File: config.mk
export PLATFORM = sky130hd
export DESIGN_NAME = fe_redirect_fetch_unit
export DESIGN_NICKNAME = d
export VERILOG_FILES = /design/src/rtl/fe_redirect_fetch_unit.sv
export SDC_FILE = /design/constraint.sdc
export NUM_CORES = 1
export LEC_CHECK = 0
export BUFFER_PORTS_ARGS = -buffer_cell sky130_fd_sc_hd__buf_4
export CAP_MARGIN = 40
export CORE_MARGIN = 4
export CORE_UTILIZATION = 53
export DETAILED_ROUTE_END_ITERATION = 16
export PLACE_DENSITY = 0.8
export SETUP_SLACK_MARGIN = 0.3
export SLEW_MARGIN = 20
export SYNTH_ARGS = -nofsm -noshare
export SYNTH_HDL_FRONTEND = slang
export SYNTH_SLANG_ARGS = --single-unit
File: constraint.sdc
create_clock -name clk -period 2.1 [get_ports clk]
set_input_delay 0.21 -clock clk [delete_from_list [all_inputs] [get_ports clk]]
set_output_delay 0.21 -clock clk [all_outputs]
set_load 0.01 [all_outputs]
File: src/rtl/fe_redirect_fetch_unit.sv
// Fetch stage: owns the fetch PC, reads instruction memory and fills the FE->DE latch,
// squashing the wrong path with a one-cycle bubble when AGEX redirects.
module fe_redirect_fetch_unit #(
    parameter int unsigned DBITS    = 32,
    parameter int unsigned INSTBITS = 32,
    parameter int unsigned IMEMADDR = 14,
    parameter logic [DBITS-1:0]    START_PC = 32'h0000_0200,
    parameter logic [INSTBITS-1:0] NOP_INST = 32'h0000_0013
) (
    input  logic                clk,
    input  logic                reset,
    input  logic                br_cond_in,
    input  logic [DBITS-1:0]    br_target_in,
    input  logic                stall_in,
    output logic [IMEMADDR-1:0] imem_addr,
    input  logic [INSTBITS-1:0] imem_rdata,
    output logic                fe_valid,
    output logic [INSTBITS-1:0] fe_inst,
    output logic [DBITS-1:0]    fe_pc,
    output logic [DBITS-1:0]    fe_pcplus,
    output logic [DBITS-1:0]    fe_inst_count,
    output logic                misalign_err,
    output logic [15:0]         redirect_count
);

    localparam logic [0:0] BOOT = 1'b0;
    localparam logic [0:0] RUN  = 1'b1;

    logic [0:0]       state;
    logic [DBITS-1:0] pc_q;
    logic [DBITS-1:0] count_q;
    logic [DBITS-1:0] pc_plus4;

    function automatic logic [15:0] sat_inc16(input logic [15:0] v);
        return (v == 16'hFFFF) ? v : v + 16'd1;
    endfunction

    function automatic logic [DBITS-1:0] align_word(input logic [DBITS-1:0] v);
        return {v[DBITS-1:2], 2'b00};
    endfunction

    assign pc_plus4  = pc_q + DBITS'(4);
    assign imem_addr = pc_q[IMEMADDR+1:2];

    // Fetch PC / FE latch update: reset > redirect > stall > advance
    always_ff @(posedge clk) begin
        if (reset) begin
            state          <= BOOT;
            pc_q           <= START_PC;
            count_q        <= '0;
            fe_valid       <= 1'b0;
            fe_inst        <= NOP_INST;
            fe_pc          <= '0;
            fe_pcplus      <= '0;
            fe_inst_count  <= '0;
            misalign_err   <= 1'b0;
            redirect_count <= '0;
        end else if (br_cond_in) begin
            state          <= RUN;
            pc_q           <= align_word(br_target_in);
            fe_valid       <= 1'b0;
            fe_inst        <= NOP_INST;
            redirect_count <= sat_inc16(redirect_count);
            if (br_target_in[1:0] != 2'b00)
                misalign_err <= 1'b1;
        end else if (state == BOOT) begin
            // The imem read for START_PC is not trusted in the cycle reset drops.
            state    <= RUN;
            fe_valid <= 1'b0;
        end else if (!stall_in) begin
            fe_valid      <= 1'b1;
            fe_inst       <= imem_rdata;
            fe_pc         <= pc_q;
            fe_pcplus     <= pc_plus4;
            fe_inst_count <= count_q;
            pc_q          <= pc_plus4;
            count_q       <= count_q + DBITS'(1);
        end
    end

endmodule

==> results of run 1 <==
==> metal layers <==
metal / part of all wire, % / up-vias
met1: 40 / 3936
li1: - / 4108
met2: 48 / 371
met3: 9.8 / 51
met5: 0 / -
met4: 2.5 / 0
==> worst max-delay path by stage <==
stage / start / end / slack [ns] / cells past startpoint
final: pc_q[3] / pc_q[14] / 0.26 / 5
after global routing: pc_q[24] / pc_q[29] / 0.23 / 6
after CTS: redirect_count[0] / redirect_count[7] / 0.31 / 6
after detailed placement: pc_q[3] / pc_q[14] / 0.18 / 5
after global placement: pc_q[3] / pc_q[14] / 0.27 / 5
after floorplan: redirect_count[0] / redirect_count[6] / 0.33 / 6
==> worst max-delay path: stages (launching register included) <==
cell	delay [ns]
dfxtp_4	0.38
ha_4	0.16
and4b_2	0.33
nand4_4	0.14
or3_1	0.37
a311oi_1	0.34
==> synth_stat cells, types with 3 or more instances <==
cell type,number
a211oi_1,18
a211oi_2,3
a21oi_1,132
and2_1,8
and3_1,8
and4_1,15
buf_1,4
buf_2,10
buf_4,18
clkbuf_1,57
dfxtp_1,205
ha_1,3
inv_1,13
mux2i_1,6
nand2_1,230
nand3_1,27
nand4_1,24
nand4_4,3
nor2_1,85
nor3_1,29
nor3_2,5
nor4_1,8
o21ai_0,35
or3_1,9
xnor2_1,63
xor2_1,28
==> area by class of cell <==
cell class | instances | area share, %
well taps | 216 | 2.22
diodes | 1 | 0.0205
clock buffers | 29 | 5.07
inverters | 14 | 0.431
flip-flops and latches | 205 | 33.9
multi-input cells | 767 | 35.6
repair buffers | 318 | 21.1
clock inverters | 10 | 1.69
==> state kept, by name, indices dropped and copies added (netlist names) <==
signal          cells
fe_pc              30
fe_pcplus          30
count_q            32
fe_valid            1
redirect_count     16
fe_inst            32
pc_q               30
misalign_err        1
fe_inst_count      32
state               1
==> kinds of logic after synthesis <==
logic type,share of synthesized area [%]
other,0.0427
multiplexers,0.684
AO/OA/AOI/OAI,12.0
XOR/XNOR,9.08
flip-flops,46.8
AND/OR/NAND/NOR,25.4
buffers and inverters,5.53
adder cells (fa/ha/maj),0.428
==> through the flow <==
stage / cell area (um^2) / power (mW)
after floorplan: 8790 / 4.55
after global placement: 10600 / 4.87
after detailed placement: 10600 / 4.89
after CTS: 11900 / 9.31
after global routing: 12200 / 9.59
final: 12200 / 9.30
==> power by group <==
group / switching, mW / internal [mW]
clock network: 1.57 / 2.81
logic: 0.428 / 0.390
registers: 0.102 / 3.99
total: 2.10 / 7.20
==> what timing repair did <==
| action | in CTS | in global routing |
|---|---|---|
| gates resized for setup | 9 | 44 |
| pin swaps | 2 | 11 |
| hold buffers | 47 | 0 |
| buffers inserted | 3 | 14 |
| gates cloned | 1 | 2 |
| hold endpoints to repair | 47 | 0 |
| setup endpoints to repair | 20 | 39 |
==> impl_metrics.json, run 1 <==
{
  "final_util_pct": 76.0,
  "synth_top_area_share_pct": 46.8,
  "grt_max_degree": 90,
  "final_cell_mix": "262 x buf_4, 229 x nand2_1, 187 x dfxtp_1, 132 x a21oi_1, 84 x nor2_1",
  "drc": 0,
  "row_count": 46,
  "clock_skew_ns": 0.00585,
  "synth_cell_types": 44,
  "ff2ff_setup_slack_ns": 0.26,
  "use_met2_pct": 45.9,
  "power_density_mw_per_mm2": 762,
  "clk_path_buf_depth": 3,
  "htree_levels": 1,
  "regArea_mm2": 0.00414,
  "grt_remaining_overflow": 0,
  "met1_usage_pct": 33.9,
  "fmax_ghz": 0.544,
  "drtAntennaViolNets": 0,
  "vias": 8466,
  "final_cells": 1560,
  "final_layout_size_suffix_gt1_share_pct": 27.6,
  "grt_antenna_before_repair": 0,
  "grt_busiest_layer": "met2",
  "path_clk_slew_ns": 0.07,
  "hp-class": "primary input to flop",
  "crit_type": "flop to flop",
  "multi_input_area_mm2": 0.00434,
  "tns_ns": 0,
  "met3_usage_pct": 7.94,
  "endpoint_kind": "flop",
  "worst_hold_path.num_cells": 3,
  "drv_slew": 0,
  "finalCritPeriodShare_pct": 87.5,
  "reg2reg_depth": 5,
  "gp_congestion": 0.890,
  "hold_start": "imem_rdata[27]",
  "worst_slack_ns": 0.262,
  "core-area_mm2": 0.0161,
  "placed_cells_incl_taps": 1453,
  "initial_core_util_pct": 54.7,
  "die_area_mm2": 0.0187,
  "ys_warn_count": 0,
  "pre_cts_slack_ns": 0.181,
  "synth_top_cell_by_area": "dfxtp_1",
  "cp-start-kind": "flop",
  "die_w_um": 137,
  "min_to": "fe_inst[27]",
  "avgRoutedWirePerCell_um": 17.0,
  "dp_hpwl_um": 16800,
  "syn_area_per_cell_um2": 8.19,
  "required_ns": 2.48,
  "drv_cap": 0,
  "synth_edf_count": 0,
  "final_common_cell": "buf_4",
  "r2r-end": "pc_q[14]",
  "synth_area_mm2": 0.00878,
  "port_buffers": 223,
  "hold_viol_final": 0,
  "cts_buffers": 22,
  "outcome": "finished, final reports clean",
  "vdd_drop_max_v": 0.000675,
  "p_leak_nw": 4.74,
  "viasPerCell": 5.43,
  "synth_area_leaders": "dfxtp_1 47%, nand2_1 9.8%, a21oi_1 7.5%, xnor2_1 6.3%, nor2_1 3.6%",
  "grt.total_usage_pct": 27.2,
  "root_buffer": "clkbuf_16",
  "clkLatencyLatePin_ns": 0.49,
  "holdWs_ns": 0.0110,
  "pin_count": 228,
  "die_h_um": 137,
  "grt_pass1_vias": 8104,
  "ys.flop_type": "dfxtp_1",
  "wirelength_um": 26500,
  "fin_crit_ns": 1.84,
  "ys_seq_elements": 205,
  "synth_seq_area_share_pct": 46.8,
  "setup_viol": 0,
  "drtPass1Iterations": 5,
  "critPathArrivalTime_ns": 2.22,
  "netlist_instances": 1072,
  "finalNetCount": 1399,
  "fillers": 1092,
  "area_delta_synth_final_pct": 39.0,
  "cts_tree": "built",
  "drt_iter0_markers": 584,
  "clkSinkCount": 205,
  "critPathMaxFanout": 5,
  "r2r-start": "pc_q[3]",
  "rsz0062_at_grt": "yes",
  "grt_pass1_wl_um": 41300,
  "async_flop_share_pct": 0
}
No activity file was read; power rests on OpenSTA's default activity.
==> run 2: changes to the inputs <==
--- a/config.mk
+++ b/config.mk
@@ -5,7 +5,7 @@
 export SDC_FILE = /design/constraint.sdc
 export NUM_CORES = 1
 export LEC_CHECK = 0
-export BUFFER_PORTS_ARGS = -buffer_cell sky130_fd_sc_hd__buf_4
+export BUFFER_PORTS_ARGS = -buffer_cell sky130_fd_sc_hd__buf_2
 export CAP_MARGIN = 40
 export CORE_MARGIN = 4
 export CORE_UTILIZATION = 53
==> run 2 against run 1 <==
First-iteration DRC count is 11% higher. Design area is 4.7% lower. Cell count is 0.19% higher. Routed wire length is 1.9% lower. Sequential share of layout area is 1.6 points higher. Largest cell class unchanged. Largest power group is now sequential cells. Combinational power is 7.3% lower. Global-route usage is 0.34 points lower. Core utilization is 3.6 points lower. Register-to-register slack better by 0.07 ns. Highest routed layer unchanged. Critical path type unchanged. Clock-buffer cell count is 7 higher. Sequential power hardly changed. Via count is 0.39% higher.
==> impl_metrics.json, run 2 (same netlist as run 1, synthesis figures left out) <==
{
  "outcome": "finished, final reports clean",
  "tns_ns": 0,
  "final_common_cell": "nand2_1",
  "required_ns": 2.47,
  "row_count": 46,
  "slowest_stage": "dfxtp_4",
  "drv_cap": 0,
  "grt_remaining_overflow": 0,
  "clkLatencyLatePin_ns": 0.50,
  "multi_input_area_mm2": 0.00434,
  "drv_slew": 0,
  "vias": 8499,
  "grt_pass1_wl_um": 40900,
  "path_depth": 7,
  "regArea_mm2": 0.00413,
  "reg2reg_depth": 7,
  "critPathLaunch": "pc_q[3]",
  "avgRoutedWirePerCell_um": 16.7,
  "crit_type": "flop to flop",
  "grt_max_degree": 77,
  "grt_antenna_before_repair": 0,
  "cts_buffers": 22,
  "drtPass1Iterations": 5,
  "cp-start-kind": "flop",
  "p_int_mw": 6.67,
  "cp_top_family": "simple AND/OR/NAND/NOR gates",
  "clkSinkCount": 205,
  "final_cell_mix": "227 x nand2_1, 222 x buf_2, 188 x dfxtp_1, 132 x a21oi_1, 84 x nor2_1",
  "grt_pass1_vias": 8213,
  "fmax_ghz": 0.565,
  "initial_core_util_pct": 54.7,
  "final_layout_size_suffix_gt1_share_pct": 27.3,
  "drtAntennaViolNets": 0,
  "switchingPower_mw": 2.05,
  "endpoint_kind": "flop",
  "pin_count": 228,
  "drt_iter0_markers": 651,
  "p_leak_nw": 4.71,
  "gp_congestion": 0.911,
  "r2r-start": "pc_q[3]",
  "root_buffer": "clkbuf_16",
  "htree_levels": 1,
  "drc": 0,
  "fillers": 1194,
  "clk_path_buf_depth": 3,
  "swShare_pct": 23.5,
  "clock_skew_ns": 0.0158,
  "path_clk_slew_ns": 0.06,
  "power_density_mw_per_mm2": 750,
  "port_buffers": 223,
  "viasPerCell": 5.44,
  "area_delta_synth_final_pct": 32.4,
  "die_h_um": 137,
  "hp-class": "primary input to flop",
  "setup_viol": 0,
  "grt.total_usage_pct": 26.8,
  "r2r-end": "pc_q[30]",
  "pre_cts_slack_ns": 0.183,
  "path_buf_inv": 1,
  "p_seq_share_pct": 47.0,
  "critical_path.cell_chain": "ha_4 > and4b_4 > nand4_4 > buf_12 > nor4_1 > xnor2_1 > a21oi_1",
  "cts_tree": "built",
  "dp_hpwl_um": 16700,
  "critical-path-max-stage-delay_ns": 0.39,
  "rsz0062_at_grt": "yes",
  "power_mw": 8.72,
  "final_util_pct": 72.4,
  "wirelength_um": 26000,
  "fin_crit_ns": 1.77,
  "ff2ff_setup_slack_ns": 0.33,
  "critPathArrivalTime_ns": 2.14,
  "die_area_mm2": 0.0187,
  "core-area_mm2": 0.0161,
  "finalNetCount": 1401,
  "holdWs_ns": 0.0161,
  "largestRegisters": "count_q: 32 flops, fe_inst: 32 flops, fe_inst_count: 32 flops",
  "clockPowerShare_pct": 44.3,
  "die_w_um": 137,
  "vdd_drop_max_v": 0.000867,
  "critPathMaxFanout": 5,
  "combPwrFrac_pct": 8.7,
  "finalCritPeriodShare_pct": 84.3,
  "worst_slack_ns": 0.330,
  "hold_viol_final": 0,
  "endpoint": "pc_q[30]"
}
run 2: tightest hold or removal path, cell delays in order:
cell and delay (ns):
buf_2 0.10, nor2_1 0.09, a211oi_1 0.06
run 2: power by group through the flow:
stage	Clock (mW)	Sequential [mW]	Combinational (mW)
5_1_grt	4.10	4.11	0.827
6_report	3.87	4.10	0.758
2_1_floorplan	0	4.18	0.370
3_5_place_dp	0	4.17	0.650
4_1_cts	3.92	4.09	0.730
3_3_place_gp	0	4.16	0.641
run 2: how the worst min path moves through the flow:
stage                  to  depth (start not counted)  slack [ns]              from
6_report         pc_q[29]                          3        0.02  br_target_in[29]
5_1_grt          pc_q[20]                          3        0.03  br_target_in[20]
4_1_cts          pc_q[29]                          3       0.002  br_target_in[29]
3_5_place_dp   fe_inst[4]                          3        0.42     imem_rdata[4]
3_3_place_gp   fe_inst[0]                          3        0.42     imem_rdata[0]
2_1_floorplan  fe_inst[0]                          2        0.33     imem_rdata[0]
run 2: metrics by stage:
stage | cells | cell area [um^2]
finish | 1563 | 11600
global route | 1561 | 11600
CTS | 1549 | 11400
detailed placement | 1457 | 10100
global placement | 1457 | 10100
floorplan | 1075 | 8790
run 2: layout make-up:
class	instances	area share, %
timing repair buffer	321	18.0
tap	216	2.33
sequential	205	35.5
clock buffer	36	6.23
antenna	2	0.0431
multi-input combinational	766	37.3
inverter	14	0.452
clock inverter	3	0.129
run 2: routing by layer:
metal / vias up / global-route usage, % / routed length, um
li1: 4101 / - / -
met5: - / 0 / 0
met3: 75 / 7.13 / 2350
met1: 3946 / 33.4 / 10500
met2: 377 / 45.0 / 12300
met4: 0 / 9.07 / 904
run 2: repair_timing:
action / 4_1_cts / 5_1_grt
hold buffers: 50 / 0
setup endpoints to repair: 27 / 36
endpoints found under the hold margin: 50 / 0
pin swaps: 4 / 11
gates resized for setup: 14 / 37
cloned: 1 / 1
buffers inserted: 2 / 11
==> run 3: changes to the inputs <==
==> constraint.sdc (replaced) <==
create_clock -name clk -period 1.7 [get_ports clk]
set_input_delay 0.17 -clock clk [delete_from_list [all_inputs] [get_ports clk]]
set_output_delay 0.17 -clock clk [all_outputs]
set_load 0.01 [all_outputs]
==> run 3 against run 2 <==
The run now ends with negative setup slack left. Critical path type unchanged. Hold slack better by 0.072 ns. Largest cell class unchanged. Via count is 31% higher. Routed wire length is 82% higher.
==> impl_metrics.json, run 3 (same netlist as run 1, synthesis figures left out) <==
{
  "vdd_drop_max_v": 0.000985,
  "regArea_mm2": 0.00422,
  "final_layout_size_suffix_gt1_share_pct": 49.1,
  "drt_iter0_markers": 1272,
  "fmax_ghz": 0.416,
  "required_ns": 2.06,
  "grt_pass1_wl_um": 48500,
  "worst_pin_slew_ns": 0.899,
  "finalCritPeriodShare_pct": 141,
  "grt_remaining_overflow": 0,
  "rsz0062_at_grt": "yes",
  "gp_congestion": 0.865,
  "cp_top_family": "compound AO/OA/AOI/OAI gates",
  "cts_tree": "built",
  "final_common_cell": "buf_2",
  "p_leak_nw": 6.63,
  "critical-path-max-stage-delay_ns": 0.70,
  "clkLatencyLatePin_ns": 0.53,
  "endpoint_kind": "flop",
  "power_mw": 11.5,
  "clock_skew_ns": 0.0251,
  "violations": "negative setup slack",
  "crit_type": "flop to flop",
  "hold_viol_final": 0,
  "clkSinkCount": 205,
  "placed_cells_incl_taps": 1494,
  "viasPerCell": 6.53,
  "setup_viol": 34,
  "row_count": 46,
  "root_buffer": "clkbuf_16",
  "htree_levels": 1,
  "drc": 0,
  "worst_slack_ns": -0.701,
  "multi_input_area_mm2": 0.00567,
  "grt_max_degree": 85,
  "power_density_mw_per_mm2": 776,
  "dpl_cell_area_mm2": 0.0106,
  "grt_antenna_before_repair": 3,
  "grt_pass1_vias": 9500,
  "critPathArrivalTime_ns": 2.76,
  "clk_path_buf_depth": 3,
  "final_cells": 1706,
  "grt.total_usage_pct": 32.2,
  "path_clk_slew_ns": 0.08,
  "path_depth": 7,
  "cp-start-kind": "flop",
  "wirelength_um": 47400,
  "fin_crit_ns": 2.40,
  "port_buffers": 223,
  "slew_headroom_pct": 39.4,
  "fillers": 490,
  "initial_core_util_pct": 54.7,
  "fin_area_mm2": 0.0148,
  "pre_cts_slack_ns": -0.0185,
  "finalNetCount": 1545,
  "slowest_stage": "o21ai_0",
  "area_delta_synth_final_pct": 68.7,
  "critPathMaxFanout": 7,
  "worst_hold_path.num_cells": 3,
  "drtAntennaViolNets": 0,
  "critical_path.cell_chain": "ha_4 > and4b_2 > nand4_4 > buf_4 > buf_6 > o21ai_0 > a311oi_2",
  "avgRoutedWirePerCell_um": 27.8,
  "vias": 11100,
  "drv_slew": 0,
  "drtPass1Iterations": 6,
  "dp_hpwl_um": 17300,
  "outcome": "finished with violations",
  "hp-class": "primary input to flop",
  "path_buf_inv": 2,
  "die_area_mm2": 0.0187,
  "reg2reg_depth": 7,
  "final_util_pct": 92.2,
  "largestRegisters": "count_q: 32 flops, fe_inst: 32 flops, fe_inst_count: 32 flops",
  "core-area_mm2": 0.0161,
  "die_h_um": 137,
  "final_cell_mix": "220 x buf_2, 178 x nand2_1, 162 x dfxtp_1, 86 x buf_4, 83 x a21oi_1",
  "drv_cap": 0,
  "pin_count": 228,
  "die_w_um": 137,
  "cts_buffers": 22
}
[run 3: cell count changes in the layout (fill, tap and decap cells not counted), moves of 21 or more]
cell / previous run / this run
nand2_1: 227 / 178
dfxtp_4: 2 / 23
nand2_4: 0 / 36
buf_6: 6 / 57
a21oi_1: 132 / 83
nor3_1: 28 / 3
a21oi_2: 0 / 48
buf_4: 36 / 86
nor3_4: 0 / 21
dfxtp_1: 188 / 162
[run 3: area by class of cell]
cell class / count / share of cell area, %
inverters: 14 / 0.355
diodes: 2 / 0.0338
multi-input cells: 765 / 38.3
repair buffers: 466 / 26.4
clock inverters: 5 / 0.177
flip-flops and latches: 205 / 28.5
well taps: 216 / 1.82
clock buffers: 33 / 4.48
[run 3: what timing repair did]
action                                  CTS  global route
cloned                                    7            15
gates resized for setup                  93           324
hold endpoints to repair                 61             0
hold buffers                             62             0
buffers inserted                         41            47
endpoints found under the setup margin  174           172
pin swaps                                34           166
[run 3: where the power goes]
group	internal [mW]	switching (mW)	leakage [nW]	total [mW]
registers	4.91	0.146	1.69	5.06
logic	0.690	0.902	4.60	1.59
clock network	2.69	2.16	0.345	4.85
total	8.29	3.20	6.63	11.5
[run 3: path summary, 6_finish.rpt]
kind	from	to	slack [ns]
worst max-delay path	pc_q[2]	pc_q[14]	-0.70
worst min-delay path	br_target_in[27]	pc_q[27]	0.09
worst max register to register	pc_q[2]	pc_q[14]	-0.70
worst min register to register	fe_inst_count[30]	fe_inst_count[30]	0.45
[run 3: stage by stage]
step	hold slack, ns	TNS (ns)
finish	0.0885	-5.55
global route	0.123	-8.20
CTS	0.00782	0
detailed placement	0.392	-0.0240
global placement	0.377	0
floorplan	0.294	0
[run 3: worst reg2reg max path, cell delays in order (launching register included)]
cell and delay (ns):
dfxtp_4 0.38, ha_4 0.15, and4b_2 0.28, nand4_4 0.17, buf_4 0.20, buf_6 0.11
o21ai_0 0.70, a311oi_2 0.26
[run 3: per-layer routing]
layer | share of wire (%) | up-vias | global-route usage [%]
met1 | 31 | 5070 | 36.9
met5 | 0.057 | - | 0
met4 | 11 | 4 | 14.4
met2 | 44 | 1187 | 57.1
li1 | - | 4392 | -
met3 | 14 | 482 | 7.61
